===== src/rtl/dsync_filt.sv =====
// ---------------------------------------------------------------------------
// dsync_filt
//  N-channel synchroniser for asynchronous level inputs. Each channel has
//  its own stability filter and registered rise/fall pulse outputs. A new
//  synchronised level is accepted only after it has differed from the
//  current output for FILT consecutive cycles. Any earlier reversal clears
//  the channel's counter, so glitches shorter than FILT cycles are dropped.
//
//  Optional feature macro: DSYNC_DELAY_EN
//   When defined, an extra synchroniser stage is built and the input
//   dly[N-1:0] selects, per channel, whether the synchronised level is
//   taken one stage later. The bench uses this to model CDC delay.
//   When the macro is undefined, the extra stage and the dly port do not
//   exist.
// ---------------------------------------------------------------------------
module dsync_filt #(
   parameter int             N      = 4,
   parameter int             PS     = 2,
   parameter int             FILT   = 3,
   parameter logic [N-1:0]   RSTVAL = {N{1'b0}}
) (
   input  logic           clk,
   input  logic           nreset,
`ifdef DSYNC_DELAY_EN
   input  logic [N-1:0]   dly,
`endif
   input  logic [N-1:0]   din,
   output logic [N-1:0]   dout,
   output logic [N-1:0]   rise,
   output logic [N-1:0]   fall,
   output logic           any
);

   // Width of each per-channel stability counter.
   localparam int CW = $clog2(FILT + 1);

   // Number of synchroniser stages actually built.
`ifdef DSYNC_DELAY_EN
   localparam int PD = PS + 1;
`else
   localparam int PD = PS;
`endif

   // The counter's last value before acceptance, and its increment.
   localparam logic [CW-1:0] CNT_LAST = CW'(FILT - 1);
   localparam logic [CW-1:0] CNT_ONE  = CW'(1);
   localparam logic [CW-1:0] CNT_ZERO = CW'(0);

   // Synchroniser pipe. Stage 0 captures din, and stage PS-1 (or PS) is the
   // synchronised level.
   logic [N-1:0]  pipe_q [PD];
   logic [N-1:0]  pipe_d [PD];

   // Per-channel filter state and registered outputs.
   logic [CW-1:0] cnt_q  [N];
   logic [CW-1:0] cnt_d  [N];
   logic [N-1:0]  dout_q;
   logic [N-1:0]  dout_d;
   logic [N-1:0]  rise_q;
   logic [N-1:0]  rise_d;
   logic [N-1:0]  fall_q;
   logic [N-1:0]  fall_d;
   logic          any_q;
   logic          any_d;

   // Synchronised level seen by each channel's filter.
   logic [N-1:0]  sync_s;

   // Shift din into the synchroniser pipe, one stage per clock.
   always_comb begin
      pipe_d[0] = din;
      for (int j = 1; j < PD; j++) begin
         pipe_d[j] = pipe_q[j-1];
      end
   end

   // Pick the synchronised level. An optional per-channel extra stage is
   // available.
`ifdef DSYNC_DELAY_EN
   always_comb begin
      for (int i = 0; i < N; i++) begin
         if (dly[i]) begin
            sync_s[i] = pipe_q[PS][i];
         end else begin
            sync_s[i] = pipe_q[PS-1][i];
         end
      end
   end
`else
   assign sync_s = pipe_q[PS-1];
`endif

   // Stability filter. A channel's output follows its synchronised level
   // only after FILT consecutive mismatching cycles. Each acceptance
   // produces exactly one rise or fall pulse.
   always_comb begin
      dout_d = dout_q;
      rise_d = {N{1'b0}};
      fall_d = {N{1'b0}};
      for (int i = 0; i < N; i++) begin
         cnt_d[i] = cnt_q[i];
         if (sync_s[i] == dout_q[i]) begin
            cnt_d[i] = CNT_ZERO;
         end else if (cnt_q[i] == CNT_LAST) begin
            dout_d[i] = sync_s[i];
            rise_d[i] = sync_s[i];
            fall_d[i] = ~sync_s[i];
            cnt_d[i]  = CNT_ZERO;
         end else begin
            cnt_d[i]  = cnt_q[i] + CNT_ONE;
         end
      end
      any_d = |(rise_d | fall_d);
   end

   // Pipe register. It resets to RSTVAL so that releasing reset produces
   // no spurious edge.
   always_ff @(posedge clk or negedge nreset) begin
      if (!nreset) begin
         for (int j = 0; j < PD; j++) begin
            pipe_q[j] <= RSTVAL;
         end
      end else begin
         for (int j = 0; j < PD; j++) begin
            pipe_q[j] <= pipe_d[j];
         end
      end
   end

   // Filter counters, accepted level and edge pulses.
   always_ff @(posedge clk or negedge nreset) begin
      if (!nreset) begin
         for (int i = 0; i < N; i++) begin
            cnt_q[i] <= CNT_ZERO;
         end
         dout_q <= RSTVAL;
         rise_q <= {N{1'b0}};
         fall_q <= {N{1'b0}};
         any_q  <= 1'b0;
      end else begin
         for (int i = 0; i < N; i++) begin
            cnt_q[i] <= cnt_d[i];
         end
         dout_q <= dout_d;
         rise_q <= rise_d;
         fall_q <= fall_d;
         any_q  <= any_d;
      end
   end

   assign dout = dout_q;
   assign rise = rise_q;
   assign fall = fall_q;
   assign any  = any_q;

endmodule


===== config.mk =====
export PLATFORM = sky130hd
export DESIGN_NAME = dsync_filt
export DESIGN_NICKNAME = d
export VERILOG_FILES = /design/src/rtl/dsync_filt.sv
export SDC_FILE = /design/constraint.sdc
export NUM_CORES = 1
export LEC_CHECK = 0
export ABC_AREA = 1
export BUFFER_PORTS_ARGS = -buffer_cell sky130_fd_sc_hd__buf_2
export CORE_MARGIN = 1.5
export CORE_UTILIZATION = 27
export DETAILED_ROUTE_END_ITERATION = 16
export SKIP_CTS_REPAIR_TIMING = 1
export SKIP_LAST_GASP = 1
export SLEW_MARGIN = 0
export SYNTH_ARGS = -nofsm -noshare
export SYNTH_HDL_FRONTEND = slang
export SYNTH_SLANG_ARGS = --single-unit

===== constraint.sdc =====
create_clock -name clk -period 2 [get_ports clk]
set_clock_uncertainty 0.15 [all_clocks]
set_input_delay 0.4 -clock clk [delete_from_list [all_inputs] [get_ports clk]]
set_output_delay 0.4 -clock clk [all_outputs]
set_load 0.03 [all_outputs]

-- Yosys cells after proc, flatten, opt, wreduce, memory -nomap -nowiden
Index checks and enable logic that the tools add are counted.
Widths: inputs -> output; s select.
- add/subtract/negate cells: 4
- equality and inequality tests: 8
- multiplexer cells: 24
- bitwise operators: 9
- reductions and logical operators: 5
- operator list (operator ; count):
    $mux 1 ; 16
    $mux 2 ; 8
    $add 2x1->2 const B ; 4
    $eq 2x2->1 const B ; 4
    $not 1->1 ; 8
    $reduce_and 2->1 ; 4
    $eq 1x1->1 ; 4
    $or 4x4->4 ; 1
    $reduce_or 4->1 ; 1
- register bits: 29
- input bits: 6
- output and inout bits: 13
- logic and storage cells: 63

-- Logic depth before layout (Yosys ltp)
Gate-level depths: netlist (run 1).
- depth after elaboration: 5
- depth in mapped cells: 7

-- Worst setup path before layout (run 1)
OpenSTA, ideal clock, no wires.
- kind: reg2reg
- start: reg dout_q[1], in the netlist dout[1]
- end: reg any_q, in the netlist any
- setup time: 0.116 ns
- data arrival time: 0.880 ns
- path slack: 0.854 ns
- stages on the path, launching flop included: 8
- buffers on the path: 0
- clock period less this slack: 1.146 ns
- cells stage by stage: dfrtp_1 > inv_2 > nand2_2 > nand2_1 > nand2_1 > nand2_1 > inv_1 > nand2_1
- longest elaborated chain between the ends: 4
- elaborated cells on any way between the ends: 5
- those cells by class: eq/ne (1); mux (2); bitwise (1); reduce/logical (1)
- RTL lines (element ; RTL line ; text):
    start: declaration ; 57 ; logic [N-1:0] dout_q;
    start signal: assignment ; 144 ; dout_q <= dout_d;
    $eq 1x1->1 * ; 102 ; if (sync_s[i] == dout_q[i]) begin
    $mux 1 ; 102 ;
    $or 4x4->4 * ; 113 ; any_d = |(rise_d | fall_d);
    $reduce_or 4->1 * ; 113 ;
    named net any_d ; 64 ; logic any_d;
    end signal: assignment ; 147 ; any_q <= any_d;
    end: declaration ; 63 ; logic any_q;
The timed path passes the listed nets; every way through them passes the cells marked *.
A chain may end at the register's enable or synchronous reset.

-- Worst setup path after layout (run 1)
- start: reg dout_q[1], in the netlist dout[1]
- end: out dout[1]
- RTL lines (element ; RTL line ; text):
    end: declaration ; 28 ; output logic [N-1:0] dout,
No word-level cell between the ends.

==> results of run 1 <==
==> final timing paths <==
kind                       slack (ns)                 from  cells after the start                  end
min in group clk                 0.08               din[1]                      1  pipe_d[1]$_DFF_PN0_
hold reg to reg                  0.20  pipe_d[2]$_DFF_PN0_                      0  sync_s[2]$_DFF_PN0_
max in group asynchronous        1.28               nreset                      1   cnt_q[6]$_DFF_PN0_
hold / removal                 0.0003               nreset                      1   cnt_q[5]$_DFF_PN0_
setup / recovery                 0.58  dout[1]$_DFFE_PN0P_                      1              dout[1]
setup reg to reg                 0.95  dout[1]$_DFFE_PN0P_                      7        any$_DFF_PN0_
==> layer usage <==
layer	vias up	routed length (µm)
met4	0	4
met1	298	619
met2	17	755
met5	-	0
met3	2	93
li1	325	-
==> cell families after synthesis <==
family / count (synthesis) / share of synthesized area, %
buffers and inverters: 22 / 8.24
flip-flops: 29 / 72.4
AND/OR/NAND/NOR: 39 / 16.9
AO/OA/AOI/OAI: 4 / 2.50
==> metrics by stage <==
step                power, mW  instance area, µm²  utilization (%)  hold WS, ns  cells
global route             1.90                1250             36.4       0.0397    166
global placement         1.26                1150             33.4        0.183    158
detailed placement       1.28                1150             33.4        0.186    158
floorplan                1.15                1000                -      -0.0456     94
finish                   1.78                1250             36.4     0.000291    166
CTS                      1.81                1250             36.4       0.0153    166
==> cell usage in the layout, fill, tap and decap left out <==
master	instances
nor3_1	8
clkinv_2	1
nor2_1	8
buf_2	18
inv_1	18
inv_2	4
dfrtp_1	29
nand2_1	18
nand2_2	5
clkbuf_8	7
o22ai_1	4
==> worst reg2reg max path, cell delays in order (launching register included) <==
cell and delay, ns:
dfrtp_1 0.38, inv_2 0.06, nand2_2 0.07, nand2_1 0.07, nand2_1 0.06, nand2_1 0.05, inv_1 0.04, nand2_1 0.04
==> state kept, by name, summed over array words and instances, names as in the netlist <==
name,cells
fall,4
dout,4
sync_s,4
rise,4
any,1
cnt_q,8
pipe_d,4
==> report_power, final <==
part           leakage, nW  switching (mW)  internal, mW
clock               0.0542           0.204         0.310
combinational        0.285           0.330         0.142
sequential           0.369          0.0774         0.716
total                0.708           0.611          1.17
==> cell type report <==
cell class	count	area (µm²)	share of cell area [%]
repair buffers	18	90.1	7.20
flip-flops and latches	29	726	58.0
well taps	46	57.6	4.60
clock buffers	7	96.3	7.70
multi-input cells	43	194	15.5
clock inverters	1	5.00	0.400
inverters	22	82.6	6.60
==> out/metrics.csv, run 1 <==
stage,metric,value,unit
grt,first-pass GRT wire length,2540,µm
route,drt wl/cell,8.87,µm
synthesis,cells after synthesis,94,
floorplanning,DIE AREA,4090,µm²
critical_path,slowest CP cell,dfrtp_1,
layout,share of layout cells above drive strength 1,29.2,%
synthesis,ys async rst share,100,%
power_and_ir_drop,Pleak,0.708,nW
clocking,Num CTS Buffers,5,
timing,Max-slew headroom,57.5,%
synthesis,most frequent cell after synthesis,dfrtp_1,
critical_path,"critical path, cell by cell",buf_2,
synthesis,share of the synthesized area in the top cell type,72.4,%
timing,fin crit period,1.42,ns
critical_path,CP Launch Type,flip-flop,
min_path,Worst Hold Class,primary input to asynchronous set/reset pin,
clocking,CTS tree,done,
route,Vias/cell,3.87,
grt,vias in the first global route,641,
synthesis,synthesized area,1000,µm²
run,max_cap viols,0,
clocking,Clock Latency Late Sink,0.27,ns
clocking,clock sink count,29,
power_and_ir_drop,PD cells,1420,nW/µm²
timing,final setup vio count,0,
placement,routability cong.,0.698,
synthesis,"EDFF count, synth",0,
synthesis,Netlist cell types,8,
critical_path,CP top delay family,flip-flops,
floorplanning,Die X,63.9,µm
grt,All-Layer GR Usage,8.47,%
clocking,CTS H-tree depth,2,
timing,Post-Route Setup TNS,0,ns
timing,Max Fclk,704,MHz
grt,largest net degree at the start of global routing,30,
critical_path,WP data arrival,0.87,ns
clocking,Root Buffer,clkbuf_8,
timing,post-route setup slack,0.580,ns
synthesis,"Top FF cell, synth",dfrtp_1,
timing,Slew Limit Fails,0,
synthesis,synth top area cells,"dfrtp_1 72%, inv_1 6.7%, nand2_1 6.7%",
grt,initial antenna violation count,0,
critical_path,peak fanout along the critical path,3,
layout,Final nets,125,
route,DR DRC count,0,
grt,GR met3 Demand/Resource,4.93,%
layout,diode count,0,
floorplanning,IO Count,19,
critical_path,CP required,1.45,ns
clocking,clock slew at reported path FFs,0.06,ns
route,DRT antenna net count,0,
timing,RSZ-0062 raised after global routing,false,
layout,area grow syn2layout,24.8,%
route,first-pass iteration count of the detailed router,2,
placement,pre-CTS setup slack,0.876,ns
critical_path,Buf/Inv on CP,1,
synthesis,post-synth top area cell,dfrtp_1,
synthesis,Post-synth top cells,"29 x dfrtp_1, 18 x inv_1, 18 x nand2_1, 8 x nor2_1, 8 x nor3_1",
placement,DP HPWL,1090,µm
layout,Fillers,341,
power_and_ir_drop,maximum vdd drop,0.305,mV
floorplanning,placement row count,21,
route,Vias,642,
grt,met2 GRT Util,14.2,%
floorplanning,Core Area,3440,µm²
floorplanning,Die Y,63.9,µm
timing,final period utilization,71.0,%
route,routed wire length,1470,µm
critical_path,Worst setup EP type,primary output,
synthesis,synth warn,0,
route,initial DRC count,50,
outcome,status,"finished, final reports clean",
timing,Hold Fails Final Rpt,0,
grt,met1 Track Usage GR,8.19,%
grt,gr busiest metal,met2,
placement,PortBufs,18,
clocking,buffer depth of the longest clock path,2,
timing,Tightest Pin Transition,0.637,ns
grt,global route overflow,0,
synthesis,"Avg Cell Area, Syn",10.7,µm²
synthesis,Mapped Nets,100,
critical_path,crit-path max cell delay,0.38,ns
synthesis,synthesized flop and latch total,29,
floorplanning,Initial Util,29.1,%
synthesis,register area share after synthesis,72.4,%
critical_path,critical path type,flip-flop to primary output,
Power figures use the tool's default switching activity.
==> inputs of run 2 (changes only) <==
--- a/config.mk
+++ b/config.mk
@@ -5,7 +5,7 @@
 export SDC_FILE = /design/constraint.sdc
 export NUM_CORES = 1
 export LEC_CHECK = 0
-export ABC_AREA = 1
+export ABC_AREA = 0
 export BUFFER_PORTS_ARGS = -buffer_cell sky130_fd_sc_hd__buf_2
 export CORE_MARGIN = 1.5
 export CORE_UTILIZATION = 27
==> constraint.sdc (replaced) <==
create_clock -name clk -period 1.4 [get_ports clk]
set_clock_uncertainty 0.15 [all_clocks]
set_input_delay 0.28 -clock clk [delete_from_list [all_inputs] [get_ports clk]]
set_output_delay 0.28 -clock clk [all_outputs]
set_load 0.03 [all_outputs]
==> out/metrics.csv, run 2 <==
stage,metric,value,unit,change
timing,Tightest Pin Transition,0.357,ns,-0.280 ns
critical_path,Buf/Inv on CP,1,,unchanged
power_and_ir_drop,Pleak,0.584,nW,-18%
critical_path,peak fanout along the critical path,5,,+2
clocking,buffer depth of the longest clock path,2,,unchanged
floorplanning,placement row count,21,,unchanged
clocking,CTS H-tree depth,2,,unchanged
clocking,clock slew at reported path FFs,0.09,ns,+0.03 ns
layout,max reg flops,8,,unchanged
layout,Final nets,99,,-21%
route,first-pass iteration count of the detailed router,3,,+1
power_and_ir_drop,cell internal pwr,1.60,mW,+37%
clocking,Clock Latency Late Sink,0.31,ns,+0.04 ns
grt,initial antenna violation count,0,,unchanged
placement,routability cong.,0.628,,-10%
critical_path,crit-path max cell delay,0.43,ns,+0.05 ns
floorplanning,Initial Util,28.8,%,-0.32 points
clocking,Num CTS Buffers,5,,unchanged
grt,largest net degree at the start of global routing,16,,-47%
power_and_ir_drop,Clk pwr share,18.5,%,-10 points
power_and_ir_drop,maximum vdd drop,0.702,mV,+130%
timing,Max Fclk,734,MHz,
synthesis,"Avg Cell Area, Syn",16.3,µm²,+53%
synthesis,Mapped Nets,66,,-34%
timing,Post-Route Setup TNS,0,ns,unchanged
synthesis,ys async rst share,100,%,unchanged
layout,diode count,0,,unchanged
power_and_ir_drop,sw frac,34.7,%,+0.37 points
synthesis,most frequent cell after synthesis,dfrtp_1,,
synthesis,synthesized area,976,µm²,-2.6%
synthesis,cells after synthesis,60,,-36%
layout,most frequent cells in the layout,"29 x dfrtp_1, 14 x buf_2, 10 x nor3b_1",,
critical_path,CP required,0.97,ns,-0.48 ns
timing,final period utilization,97.3,%,
route,DR DRC count,0,,unchanged
timing,fin crit period,1.36,ns,
synthesis,synthesized flop and latch total,29,,unchanged
floorplanning,Die X,63.1,µm,-1.3%
placement,DP HPWL,994,µm,-9.0%
layout,Fillers,330,,-3.2%
route,drt wl/cell,10.4,µm,+17%
layout,final instance area,1270,µm²,+1.6%
timing,RSZ-0062 raised after global routing,true,,
min_path,Worst Hold Class,flip-flop to flip-flop,,
synthesis,register area share after synthesis,74.4,%,+1.9 points
grt,met1 Track Usage GR,11.0,%,+2.8 points
grt,All-Layer GR Usage,8.38,%,-0.096 points
min_path,hold path cells,0,,
synthesis,Netlist cell types,13,,+5
critical_path,critical path type,flip-flop to primary output,,
placement,area post-placement,1140,µm²,-0.54%
critical_path,CP top delay family,flip-flops,,
synthesis,"Top FF cell, synth",dfrtp_1,,
power_and_ir_drop,combinational cell fraction of total power,32.4,%,+5.9 points
clocking,CTS tree,done,,
synthesis,synth top area cells,"dfrtp_1 74%, nor3b_1 7.7%, xnor2_1 3.6%",,
layout,"commonest non-fill, non-tap cell in the layout",dfrtp_1,,
route,routed wire length,1450,µm,-1.6%
floorplanning,Core Area,3390,µm²,-1.5%
route,initial DRC count,7,,-86%
layout,Final Non-Filler Cells,140,,-16%
layout,most flop-heavy register,cnt_q,,
outcome,status,"finished, final reports clean",,
floorplanning,Die Y,63.1,µm,-1.3%
placement,placed cell count,125,,-21%
synthesis,share of the synthesized area in the top cell type,74.4,%,+1.9 points
run,max_cap viols,0,,unchanged
critical_path,WP data arrival,0.93,ns,+0.06 ns
floorplanning,IO Count,19,,unchanged
layout,share of layout cells above drive strength 1,31.9,%,+2.7 points
synthesis,post-synth top area cell,dfrtp_1,,
timing,final setup vio count,0,,unchanged
grt,met2 GRT Util,11.3,%,-2.9 points
power_and_ir_drop,PD cells,1920,nW/µm²,+35%
grt,gr busiest metal,met2,,
critical_path,CP Depth,1,,unchanged
synthesis,Post-synth top cells,"29 x dfrtp_1, 10 x nor3b_1, 4 x nor3_1, 4 x xnor2_1",,
route,Vias/cell,3.99,,+3.1%
timing,Max-slew headroom,76.2,%,+19 points
synthesis,synth warn,0,,unchanged
critical_path,reg2reg path depth,3,,-4
placement,PortBufs,18,,unchanged
critical_path,Worst setup EP type,primary output,,
route,Vias,558,,-13%
route,DRT antenna net count,0,,unchanged
clocking,clock sink count,29,,unchanged
critical_path,"critical path, cell by cell",buf_4,,
timing,Hold Fails Final Rpt,0,,unchanged
clocking,Root Buffer,clkbuf_4,,
power_and_ir_drop,sequential share of power,49.1,%,+4.5 points
power_and_ir_drop,switching pwr,849,µW,+39%
grt,GR met3 Demand/Resource,4.29,%,-0.64 points
critical_path,slowest CP cell,dfrtp_1,,
grt,first-pass GRT wire length,2510,µm,-1.1%
grt,vias in the first global route,570,,-11%
grt,global route overflow,0,,unchanged
synthesis,"EDFF count, synth",0,,unchanged
critical_path,CP Launch Type,flip-flop,,
timing,Slew Limit Fails,0,,unchanged
floorplanning,DIE AREA,3980,µm²,-2.5%
layout,area grow syn2layout,30.3,%,
[run 2: cell count changes in the layout (fill, tap and decap cells not counted), moves of 4 or more]
cell | before | now
nor2_1 | 8 | 0
nand2_2 | 5 | 0
o22ai_1 | 4 | 0
nor3_1 | 8 | 4
nand2_1 | 18 | 0
xnor2_1 | 0 | 4
nor3b_1 | 0 | 10
clkbuf_8 | 7 | 0
inv_1 | 18 | 1
buf_2 | 18 | 14
dlygate4sd3_1 | 0 | 5
clkbuf_4 | 0 | 7
[run 2: final timing paths]
| path | from | end | slack (ns) |
|---|---|---|---|
| max in group asynchronous | nreset | fall[0]$_DFF_PN0_ | 0.45 |
| setup reg to reg | dout[1]$_DFFE_PN0P_ | any$_DFF_PN0_ | 0.16 |
| hold / removal | pipe_d[2]$_DFF_PN0_ | sync_s[2]$_DFF_PN0_ | 0.20 |
| min in group asynchronous | nreset | sync_s[3]$_DFF_PN0_ | 0.26 |
| hold reg to reg | pipe_d[2]$_DFF_PN0_ | sync_s[2]$_DFF_PN0_ | 0.20 |
| setup / recovery | dout[1]$_DFFE_PN0P_ | dout[1] | 0.04 |
[run 2: per-stage QoR]
step | hold WS [ns] | setup slack, ns | utilization (%) | power, mW
final | 0.199 | 0.0376 | 37.5 | 2.45
after global routing | 0.211 | -0.0257 | 37.5 | 2.62
after CTS | -0.283 | -0.00732 | 35.2 | 2.39
after detailed placement | 0.0629 | 0.150 | 33.7 | 1.92
after global placement | 0.0559 | 0.190 | 33.7 | 1.90
after floorplan | -0.166 | 0.0911 | - | 1.72
[run 2: metal layers]
layer | vias to the layer above | wire [µm]
met5 | - | 0
met1 | 261 | 770
met3 | 2 | 81
met2 | 18 | 590
li1 | 277 | -
met4 | 0 | 7
[run 2: area by class of cell]
type                       count  area (µm²)  area share (%)
clock buffer                   8        48.8            3.84
inverter                       2        7.51           0.591
multi-input combinational     29         243            19.1
sequential                    29         726            57.1
tap                           46        57.6            4.53
timing repair buffer          26         189            14.9
[run 2: logic make-up (layout without fill, tap and decap cells)]
group | after synthesis | count (layout) | synth area share [%]
xor gates and xnor gates | 4 | 4 | 3.59
AOI/OAI and AO/OA | 3 | 3 | 3.33
buffers and inverters | 2 | 36 | 0.768
and+or+nand+nor | 19 | 19 | 14.5
DFF | 29 | 29 | 74.4
muxes | 3 | 3 | 3.46
[run 2: power by group through the flow]
| stage | clock (mW) | sequential, mW | combinational [mW] |
|---|---|---|---|
| 6_report | 0.452 | 1.20 | 0.793 |
| 5_1_grt | 0.521 | 1.23 | 0.870 |
| 4_1_cts | 0.478 | 1.21 | 0.703 |
| 3_5_place_dp | 0 | 1.23 | 0.699 |
| 3_3_place_gp | 0 | 1.21 | 0.692 |
| 2_1_floorplan | 0 | 1.39 | 0.333 |
